===== src/rtl/sudoku_pkg.sv =====
// State encoding and parameter helpers shared by the sudoku game controller.
package sudoku_pkg;

    typedef enum logic [3:0] {
        IDLE       = 4'd0,
        GEN_RAND   = 4'd1,
        SET_BOARD  = 4'd2,
        SET_DIFF   = 4'd3,
        CHOOSE_ROW = 4'd4,
        CHOOSE_COL = 4'd5,
        CHOOSE_VAL = 4'd6,
        CHECKING   = 4'd7,
        WIN        = 4'd8,
        LOSE       = 4'd9,
        NEW_GAME   = 4'd10
    } gameState_e;

    function automatic bit boardSizeLegal(input int n);
        return (n == 4) || (n == 9) || (n == 16);
    endfunction

    // A zero budget still needs a one-bit counter.
    function automatic int moveWidth(input int maxMoves);
        return (maxMoves == 0) ? 1 : $clog2(maxMoves + 1);
    endfunction

endpackage


===== src/rtl/sudoku_game_ctrl_btn_release_det.sv =====
// Registers a debounced button once and flags the cycle in which it falls.
module btn_release_det (
    input  logic clk_i,
    input  logic rst_ni,
    input  logic btn_i,
    output logic rel_o
);

    logic btn_q;

    always_ff @(posedge clk_i or negedge rst_ni) begin
        if (!rst_ni) begin
            btn_q <= 1'b0;
        end else begin
            btn_q <= btn_i;
        end
    end

    assign rel_o = btn_q & ~btn_i;

endmodule


===== src/rtl/sudoku_game_ctrl.sv =====
// Game-control FSM for an N x N sudoku: drives generator/checker handshakes,
// latches the player's row/col/value choices and enforces the move budget.
module sudoku_game_ctrl
    import sudoku_pkg::*;
#(
    parameter int BOARD_N   = 4,
    parameter int SEL_W     = $clog2(BOARD_N + 1),
    parameter int MAX_MOVES = 32,
    parameter int MOVE_W    = moveWidth(MAX_MOVES)
) (
    input  logic              clka,
    input  logic              restart_n,
    input  logic              new_game,
    input  logic              enter,
    input  logic              back,
    input  logic [SEL_W-1:0]  sel_in,
    input  logic              gen_done,
    input  logic              check_done,
    input  logic              solved,
    output logic [3:0]        state,
    output logic              gen_req,
    output logic              check_req,
    output logic              set_board_flag,
    output logic              set_diff_flag,
    output logic              row_flag,
    output logic              col_flag,
    output logic              val_flag,
    output logic [SEL_W-1:0]  row,
    output logic [SEL_W-1:0]  col,
    output logic [SEL_W-1:0]  val,
    output logic [SEL_W-1:0]  diff,
    output logic [MOVE_W-1:0] move_count,
    output logic              err_pulse
);

    if (!boardSizeLegal(BOARD_N)) begin : g_bad_board_n
        $error("sudoku_game_ctrl: BOARD_N must be 4, 9 or 16");
    end

    gameState_e        state_q, state_d;
    logic              genReq_q, checkReq_q, err_q;
    logic              setBoard_q, setDiff_q, rowFlag_q, colFlag_q, valFlag_q;
    logic [SEL_W-1:0]  row_q, col_q, val_q, diff_q;
    logic [MOVE_W-1:0] moveCount_q;

    logic entRelRaw, bkRel, entRel;
    logic coordOk, valueOk, budgetSpent;
    logic errDet, loadDiff, loadRow, loadCol, loadVal;

    btn_release_det u_enter_det (
        .clk_i  (clka),
        .rst_ni (restart_n),
        .btn_i  (enter),
        .rel_o  (entRelRaw)
    );

    btn_release_det u_back_det (
        .clk_i  (clka),
        .rst_ni (restart_n),
        .btn_i  (back),
        .rel_o  (bkRel)
    );

    // A simultaneous back release swallows the enter release.
    assign entRel      = entRelRaw & ~bkRel;
    assign coordOk     = sel_in < SEL_W'(BOARD_N);
    assign valueOk     = (sel_in != '0) && (sel_in <= SEL_W'(BOARD_N));
    assign budgetSpent = (MAX_MOVES != 0) && (moveCount_q == MOVE_W'(MAX_MOVES));

    always_comb begin
        state_d  = state_q;
        errDet   = 1'b0;
        loadDiff = 1'b0;
        loadRow  = 1'b0;
        loadCol  = 1'b0;
        loadVal  = 1'b0;
        if (new_game) begin
            state_d = NEW_GAME;
        end else begin
            case (state_q)
                IDLE:      state_d = GEN_RAND;
                NEW_GAME:  state_d = GEN_RAND;
                GEN_RAND:  if (gen_done) state_d = SET_BOARD;
                SET_BOARD: if (entRel) state_d = SET_DIFF;
                SET_DIFF: begin
                    if (entRel) begin
                        loadDiff = 1'b1;
                        state_d  = CHOOSE_ROW;
                    end
                end
                CHOOSE_ROW: begin
                    if (entRel && coordOk) begin
                        loadRow = 1'b1;
                        state_d = CHOOSE_COL;
                    end else if (entRel) begin
                        errDet = 1'b1;
                    end
                end
                CHOOSE_COL: begin
                    if (bkRel) begin
                        state_d = CHOOSE_ROW;
                    end else if (entRel && coordOk) begin
                        loadCol = 1'b1;
                        state_d = CHOOSE_VAL;
                    end else if (entRel) begin
                        errDet = 1'b1;
                    end
                end
                CHOOSE_VAL: begin
                    if (bkRel) begin
                        state_d = CHOOSE_COL;
                    end else if (entRel && valueOk) begin
                        loadVal = 1'b1;
                        state_d = CHECKING;
                    end else if (entRel) begin
                        errDet = 1'b1;
                    end
                end
                CHECKING: begin
                    if (check_done) begin
                        if (solved)           state_d = WIN;
                        else if (budgetSpent) state_d = LOSE;
                        else                  state_d = CHOOSE_ROW;
                    end
                end
                WIN:     state_d = WIN;
                LOSE:    state_d = LOSE;
                default: state_d = IDLE;
            endcase
        end
    end

    // Outputs are registered from the next state so they line up with state_q.
    always_ff @(posedge clka or negedge restart_n) begin
        if (!restart_n) begin
            state_q     <= IDLE;
            genReq_q    <= 1'b0;
            checkReq_q  <= 1'b0;
            setBoard_q  <= 1'b0;
            setDiff_q   <= 1'b0;
            rowFlag_q   <= 1'b0;
            colFlag_q   <= 1'b0;
            valFlag_q   <= 1'b0;
            err_q       <= 1'b0;
            row_q       <= '0;
            col_q       <= '0;
            val_q       <= '0;
            diff_q      <= '0;
            moveCount_q <= '0;
        end else begin
            state_q    <= state_d;
            genReq_q   <= (state_d == GEN_RAND);
            checkReq_q <= (state_d == CHECKING);
            setBoard_q <= (state_d == SET_BOARD);
            setDiff_q  <= (state_d == SET_DIFF);
            rowFlag_q  <= (state_d == CHOOSE_ROW);
            colFlag_q  <= (state_d == CHOOSE_COL);
            valFlag_q  <= (state_d == CHOOSE_VAL);
            err_q      <= errDet;
            if (loadDiff) diff_q <= sel_in;
            if (state_d == NEW_GAME) begin
                row_q       <= '0;
                col_q       <= '0;
                val_q       <= '0;
                moveCount_q <= '0;
            end else begin
                if (loadRow) row_q <= sel_in;
                if (loadCol) col_q <= sel_in;
                if (loadVal) begin
                    val_q <= sel_in;
                    if (moveCount_q != {MOVE_W{1'b1}}) begin
                        moveCount_q <= moveCount_q + MOVE_W'(1);
                    end
                end
            end
        end
    end

    assign state          = state_q;
    assign gen_req        = genReq_q;
    assign check_req      = checkReq_q;
    assign set_board_flag = setBoard_q;
    assign set_diff_flag  = setDiff_q;
    assign row_flag       = rowFlag_q;
    assign col_flag       = colFlag_q;
    assign val_flag       = valFlag_q;
    assign row            = row_q;
    assign col            = col_q;
    assign val            = val_q;
    assign diff           = diff_q;
    assign move_count     = moveCount_q;
    assign err_pulse      = err_q;

endmodule


===== config.mk =====
export PLATFORM = sky130hd
export DESIGN_NAME = sudoku_game_ctrl
export DESIGN_NICKNAME = d
export VERILOG_FILES = /design/src/rtl/sudoku_pkg.sv /design/src/rtl/sudoku_game_ctrl_btn_release_det.sv /design/src/rtl/sudoku_game_ctrl.sv
export SDC_FILE = /design/constraint.sdc
export NUM_CORES = 1
export LEC_CHECK = 0
export ABC_AREA = 1
export CAP_MARGIN = 20
export CORE_MARGIN = 3
export CORE_UTILIZATION = 44
export CTS_CLUSTER_DIAMETER = 200
export DETAILED_ROUTE_END_ITERATION = 10
export HOLD_SLACK_MARGIN = 0.02
export PLACE_DENSITY_LB_ADDON = 0.15
export RECOVER_POWER = 25
export SLEW_MARGIN = 20
export SYNTH_ARGS = -nofsm -noshare
export SYNTH_HDL_FRONTEND = slang
export SYNTH_SLANG_ARGS = --single-unit

===== constraint.sdc =====
create_clock -name clka -period 1.4 [get_ports clka]
set_input_delay 0.28 -clock clka [delete_from_list [all_inputs] [get_ports clka]]
set_output_delay 0.28 -clock clka [all_outputs]
set_load 0.01 [all_outputs]

* Word level (Yosys, flattened, before mapping)
Index checks and enable logic that the tools add are counted.
** Word-level totals
- Register bits :: 32
- Latch bits :: 0
- Memory bits (writable) :: 0
- Memory bits (read-only) :: 0
- Input port bits :: 11
- Output and inout bits :: 30
- Word-level logic and storage cells :: 97
- Memories kept :: 0
** Cells by class
- Add/subtract/negate cells :: 1
- Multipliers :: 0
- Div/mod/pow operators :: 0
- $lt $le $gt $ge :: 2
- Equal/unequal tests :: 20
- Shifts and indexed selects :: 0
- Multiplexer cells :: 41
- Bitwise gates (word level) :: 6
- Reductions and logical operators :: 11
** Operators with widths (count)
- 4-bit 2-to-1 mux :: 12
- 4-bit case mux with 10 select lines :: 1
- 4-bit by 3-bit equality test with 1-bit output (second input constant) :: 8
- 1-bit 2-to-1 mux :: 18
- 3-bit 2-to-1 mux :: 6
- 6-bit 2-to-1 mux :: 3
- 4-bit by 2-bit equality test with 1-bit output (second input constant) :: 4
- 4-bit equality test (second input constant) :: 4
- 4-bit by 1-bit equality test with 1-bit output (second input constant) :: 2
- 2-bit nonzero test :: 4
- 6-bit by 1-bit adder with 6-bit output (second input constant) :: 1
- 6-bit equality test (second input constant) :: 1
- 6-bit inequality test (second input constant) :: 1
- 4-bit zero test :: 1
- 1-bit AND :: 3
- 3-bit <= comparator (second input constant) :: 1
- 1-bit logical AND :: 3
- 3-bit less-than comparator (second input constant) :: 1
- 1-bit inverter :: 3
- 1-bit case mux with 3 select lines :: 1
- 3-bit nonzero test :: 1
- 2-bit AND reduction :: 1
- 2-bit OR reduction :: 1

* Longest topological paths before layout
- Word-level depth :: 12
- Mapped depth :: 11
- Mapped depth without buffers :: 11

* Hierarchy
A second synthesis with hierarchy kept.
** Second synthesis, totals
- Cells, all modules :: 203
- Area, all modules :: 1654.1 um^2
** Modules (own cells, without submodules)
- sudoku_game_ctrl :: times used 1, cells each 197, area an instance 1584.0 um^2, seq. area each 750.7 um^2
- btn_release_det :: times used 2, cells each 3, area an instance 35.0 um^2, seq. area each 25.0 um^2

* Worst setup path before layout
OpenSTA, ideal clock, no wires.
- Kind :: register to register
- From :: register moveCount_q[1] (netlist: move_count[1])
- To :: register moveCount_q[0] (netlist: move_count[0])
- Library setup time :: 0.077 ns
- Arrival :: 1.371 ns
- Data required time :: 1.323 ns
- Slack :: -0.048 ns
- Stages on the path, launching flop included :: 7
- Buffers on the path :: 0
- Clock period less this slack :: 1.448 ns
- Cells stage by stage :: dfrtp_1 ha_1 nand3_1 nand3b_1 o21ai_2 nand2_1 o21ai_1
** Between the ends
- Longest elaborated chain between the ends :: 9
- Elaborated cells on any way between the ends :: 12
- Those cells by class :: 3 x eq/ne; 6 x mux; 3 x reduce/logical
** Ends and longest elaborated chain
- start: declaration :: line sudoku_game_ctrl.sv:44 : logic [MOVE_W-1:0] moveCount_q;
- start signal: assignment :: line sudoku_game_ctrl.sv:172 : moveCount_q <= moveCount_q + MOVE_W'(1);
- 6-bit equality test :: line sudoku_game_ctrl.sv:68 : assign budgetSpent = (MAX_MOVES != 0) && (moveCount_q == MOVE_W'(MAX_MOVES));
- 4-bit 2-to-1 mux :: line sudoku_game_ctrl.sv:122 : else if (budgetSpent) state_d = LOSE;
- 4-bit 2-to-1 mux :: line sudoku_game_ctrl.sv:121 : if (solved) state_d = WIN;
- 4-bit 2-to-1 mux :: line sudoku_game_ctrl.sv:120 : if (check_done) begin
- 4-bit case mux with 10 select lines :: line sudoku_game_ctrl.sv:80 : case (state_q)
- 4-bit 2-to-1 mux :: line sudoku_game_ctrl.sv:77 : if (new_game) begin
- 4-bit equality test :: line sudoku_game_ctrl.sv:161 : if (state_d == NEW_GAME) begin
- 2-bit nonzero test (no line)
- 2-bit AND reduction (no line)
Parallel ways exist; a longest one is shown, timed or not.
A chain may end at the register's enable or synchronous reset.

* Final worst setup path
- From :: register state_q[2] (netlist: state[2])
- To :: register colFlag_q (netlist: col_flag)
** Between the ends
- Longest elaborated chain between the ends :: 5
- Elaborated cells on any way between the ends :: 24
- Those cells by class :: 11 x eq/ne; 11 x mux; 2 x reduce/logical
** Ends and longest elaborated chain
- start: declaration :: line sudoku_game_ctrl.sv:40 : gameState_e state_q, state_d;
- start signal: assignment :: line sudoku_game_ctrl.sv:151 : state_q <= state_d;
- 4-bit equality test (tied with other cells) :: line sudoku_game_ctrl.sv:80
- 2-bit OR reduction (no line) (tied with other cells)
- 4-bit case mux with 10 select lines * :: line sudoku_game_ctrl.sv:80
- 4-bit 2-to-1 mux * :: line sudoku_game_ctrl.sv:77
- 4-bit by 3-bit equality test with 1-bit output * :: line sudoku_game_ctrl.sv:157 : colFlag_q <= (state_d == CHOOSE_COL);
- end signal: assignment :: line sudoku_game_ctrl.sv:157
- end: declaration :: line sudoku_game_ctrl.sv:42 : logic setBoard_q, setDiff_q, rowFlag_q, colFlag_q, valFlag_q;
Mark *: on every way between the ends. The rest lies on a longest branch, timed or not.

==> flow_summary.yaml <==
grt:
  first_global_vias: 1703
  top_usage_layer: "met2"
  grt_pass1_wl_mm: 7.534
  grtUsageMet1_pct: 27.56
  grtUsageTotal_pct: 21.97
  grt_max_degree: 33
  grtUsageMet2_pct: 36.58
  antenna_found_initial: 0
  gr-total-overflow: 0
  met3_usage_pct: 4.269
floorplanning:
  die_h_um: 68.12
  die_w_um: 68.12
  ios: 41
  core_area_um2: 3521
  die_area_um2: 4640
  num_rows: 21
  start_util_pct: 48.22
timing:
  fmax_mhz: 642.3
  setup_ws_ns: -0.1569
  finalSetupViolations: 18
  hold_viol_final: 0
  grt_setup_unrepaired: "yes"
  final.min_clock_period_ns: 1.557
  slew_headroom_pct: 47.06
  fin_setup_tns_ns: -1.774
  skew_ns: 0.01002
  worstMarginPinSlew_ns: 0.7941
  slew_viol_final: 0
  hold_ws_ns: 0.2803
  period_share_pct: 111.2
power_and_ir_drop:
  p_int_mw: 1.863
  power.share.clock_pct: 37.5
  p_leak_nw: 1.528
  p_sw_uw: 747.5
  vdd_ir_drop_max_v: 0.0009828
  power.density_nw_per_um2: 893.5
  power_frac_seq_pct: 38.6
  pwr-share-comb_pct: 23.9
  swShare_pct: 28.63
detailed_routing:
  drc_errors: 0
  finalWirelength_mm: 5.643
  ant_nets: 0
  wl_per_cell_um: 16.03
  num_vias: 1858
  viasPerCell: 5.278
  drt_pass1_iterations: 4
  first_iter_violations: 152
worst_hold_path:
  hold_path_end: "u_enter_det.btn_q"
  hp-class: "primary input to flip-flop"
  hp-start: "enter"
  hold_path_depth: 1
cts:
  h-tree-depth: 2
  clkSlewWorstSetupHoldPaths_ns: 0.07
  numCtsBuffers: 5
  cts_tree: "built"
  cts_hold_buf: 0
  clock_latency_ns: 0.29
  clockBufferDepth: 2
  clkSinkCount: 32
  clockRootBuffer: "clkbuf_8"
setup_path:
  r2r_start: "state[2]"
  cpMaxStageDelayCell: "dfrtp_2"
  reg2reg_depth: 11
  worstPathRequired_ns: 1.61
  critPathMaxStageDelay_ns: 0.47
  path_buf_inv: 2
  crit_top_cell: "nand2_2"
  crit_family: "simple AND/OR/NAND/NOR gates"
  startpoint_type: "flip-flop"
  crit_fanout: 6
  cp_cell_sequence: "inv_2 > nand2_2 > nor2_4 > nand2_1 > nand2_1 > nor2_2 > nand2_2 > inv_2 > nand2_2 > nand3_2 > nor2_1"
  arrival_ns: 1.77
  reg2reg_slack_ns: -0.16
  endpoint_kind: "flip-flop"
  r2r_end: "col_flag"
  cp.depth: 11
  worstSetupPathType: "flip-flop to flip-flop"
outcome:
  status: "complete, but fails checks"
  violations: "negative setup slack"
placed_design:
  gp_congestion: 0.8018
  place_area_um2: 2379
  dp_hpwl_mm: 2.929
  port_buffers: 40
  dpl_worst_slack_ns: -0.4467
final_layout:
  area_growth_pct: 72.07
  num_antenna_cells: 0
  postLayoutCellArea_um2: 2922
  nNetsFinal: 318
  drive_gt1_share_pct: 46.41
yosys:
  yosysTopAreaCell: "dfrtp_1"
  syn-cell-area_um2: 1698
  yosys_warnings: 0
  synth.avg_cell_area_um2: 7.897
  synth_seq_cells: 32
  ys_types: 25
  syn_inst: 215
  syn_nets: 228
  synth_top_area_share_pct: 47.16
  netlist_top_cells_area: "dfrtp_1, nand2_1, nor2_1"
  ys_seq_area_share_pct: 47.16
job:
  max_cap_viol_count: 0
per-layer routing:
layer	vias to the layer above	wire [µm]
met5	-	0
met4	0	259
met3	27	272
met2	75	2894
met1	897	2216
li1	859	-
cell usage in the layout, fill, tap and decap left out, drive strengths merged:
cell	synthesis	layout
nand2	52	52
o21ai	17	18
bufinv	0	1
a21oi	1	1
nand3b	3	3
dlymetal6s2s	0	2
or2	3	3
dfrtp	32	32
clkbuf	0	10
nand3	20	20
o31ai	3	3
inv	32	32
clkdlybuf4s15	0	1
xor2	4	4
buf	2	44
clkinvlp	0	1
nor2	36	36
dlygate4sd3	0	1
mux2	2	2
nand4	4	4
dlygate4sd2	0	28
nor3	1	1
ha	2	2
clkdlybuf4s50	0	5
power by group through the flow:
stage | Combinational (mW) | Clock (mW) | Sequential, mW
2_1_floorplan | 0.211 | 0 | 1.05
3_3_place_gp | 0.473 | 0 | 1.03
3_5_place_dp | 0.479 | 0 | 1.03
4_1_cts | 0.538 | 0.985 | 1.00
5_1_grt | 0.672 | 1.04 | 1.01
6_report | 0.625 | 0.978 | 1.01
cell type report:
class	count	area [µm²]
Clock buffer	7	96.34
Tap cell	46	57.56
Timing Repair Buffer	84	708.2
Fill cell	197	599.3
Inverter	33	137.6
Multi-Input combinational cell	149	1085
Sequential cell	32	807.0
Clock inverter	1	30.03
logic make-up (layout without fill, tap and decap cells):
family	count (synthesis)	in the layout	synth area share (%)
xor+xnor	4	4	2.063
buf+inv	35	125	7.885
flops	32	32	47.16
compound gates	21	22	6.853
mux	2	2	1.326
simple gates	119	119	33.23
fa+ha+maj	2	2	1.474
how the worst max path moves through the flow:
stage | from | end | slack [ns]
2_1_floorplan | move_count[1] | move_count[0] | -0.01
3_3_place_gp | back | col[1] | -0.40
3_5_place_dp | back | col[1] | -0.45
4_1_cts | state[1] | gen_req | -0.06
5_1_grt | move_count[1] | col_flag | -0.26
6_report | state[2] | col_flag | -0.16
metrics by stage:
stage	power (mW)	util (%)	std cells
floorplan	1.261	-	215
global placement	1.504	67.56	326
detailed placement	1.510	67.56	326
CTS	2.527	76.33	345
global route	2.722	82.98	352
finish	2.610	82.98	352
synth_stat cells:
cell type	number
dfrtp_1	32
clkinv_1	1
xor2_1	4
nand4_1	4
o31ai_1	3
ha_1	2
buf_2	2
or2_2	3
o21ai_0	6
nand2_1	44
a21oi_1	1
nand2_2	8
nand3_2	5
inv_2	8
nor3_1	1
nand3b_1	3
nor2_2	4
nor2_1	31
o21ai_2	1
nor2_4	1
mux2_2	1
mux2_1	1
inv_1	24
nand3_1	15
o21ai_1	10
flip-flops by register name, summed over array words and instances (netlist names):
register and count:
col_flag 1, val 3, u_back_det.btn_q 1, set_board_flag 1
col 3, row_flag 1, row 3, check_req 1
gen_req 1, move_count 6, u_enter_det.btn_q 1, val_flag 1
state 4, set_diff_flag 1, err_pulse 1, diff 3
timing repair:
action | CTS | global route
pin swaps | 11 | 16
buffers inserted | 10 | 7
resized for setup | 72 | 55
cloned | 1 | 0
endpoints found under the setup margin | 54 | 26
Power figures use the tool's default switching activity.
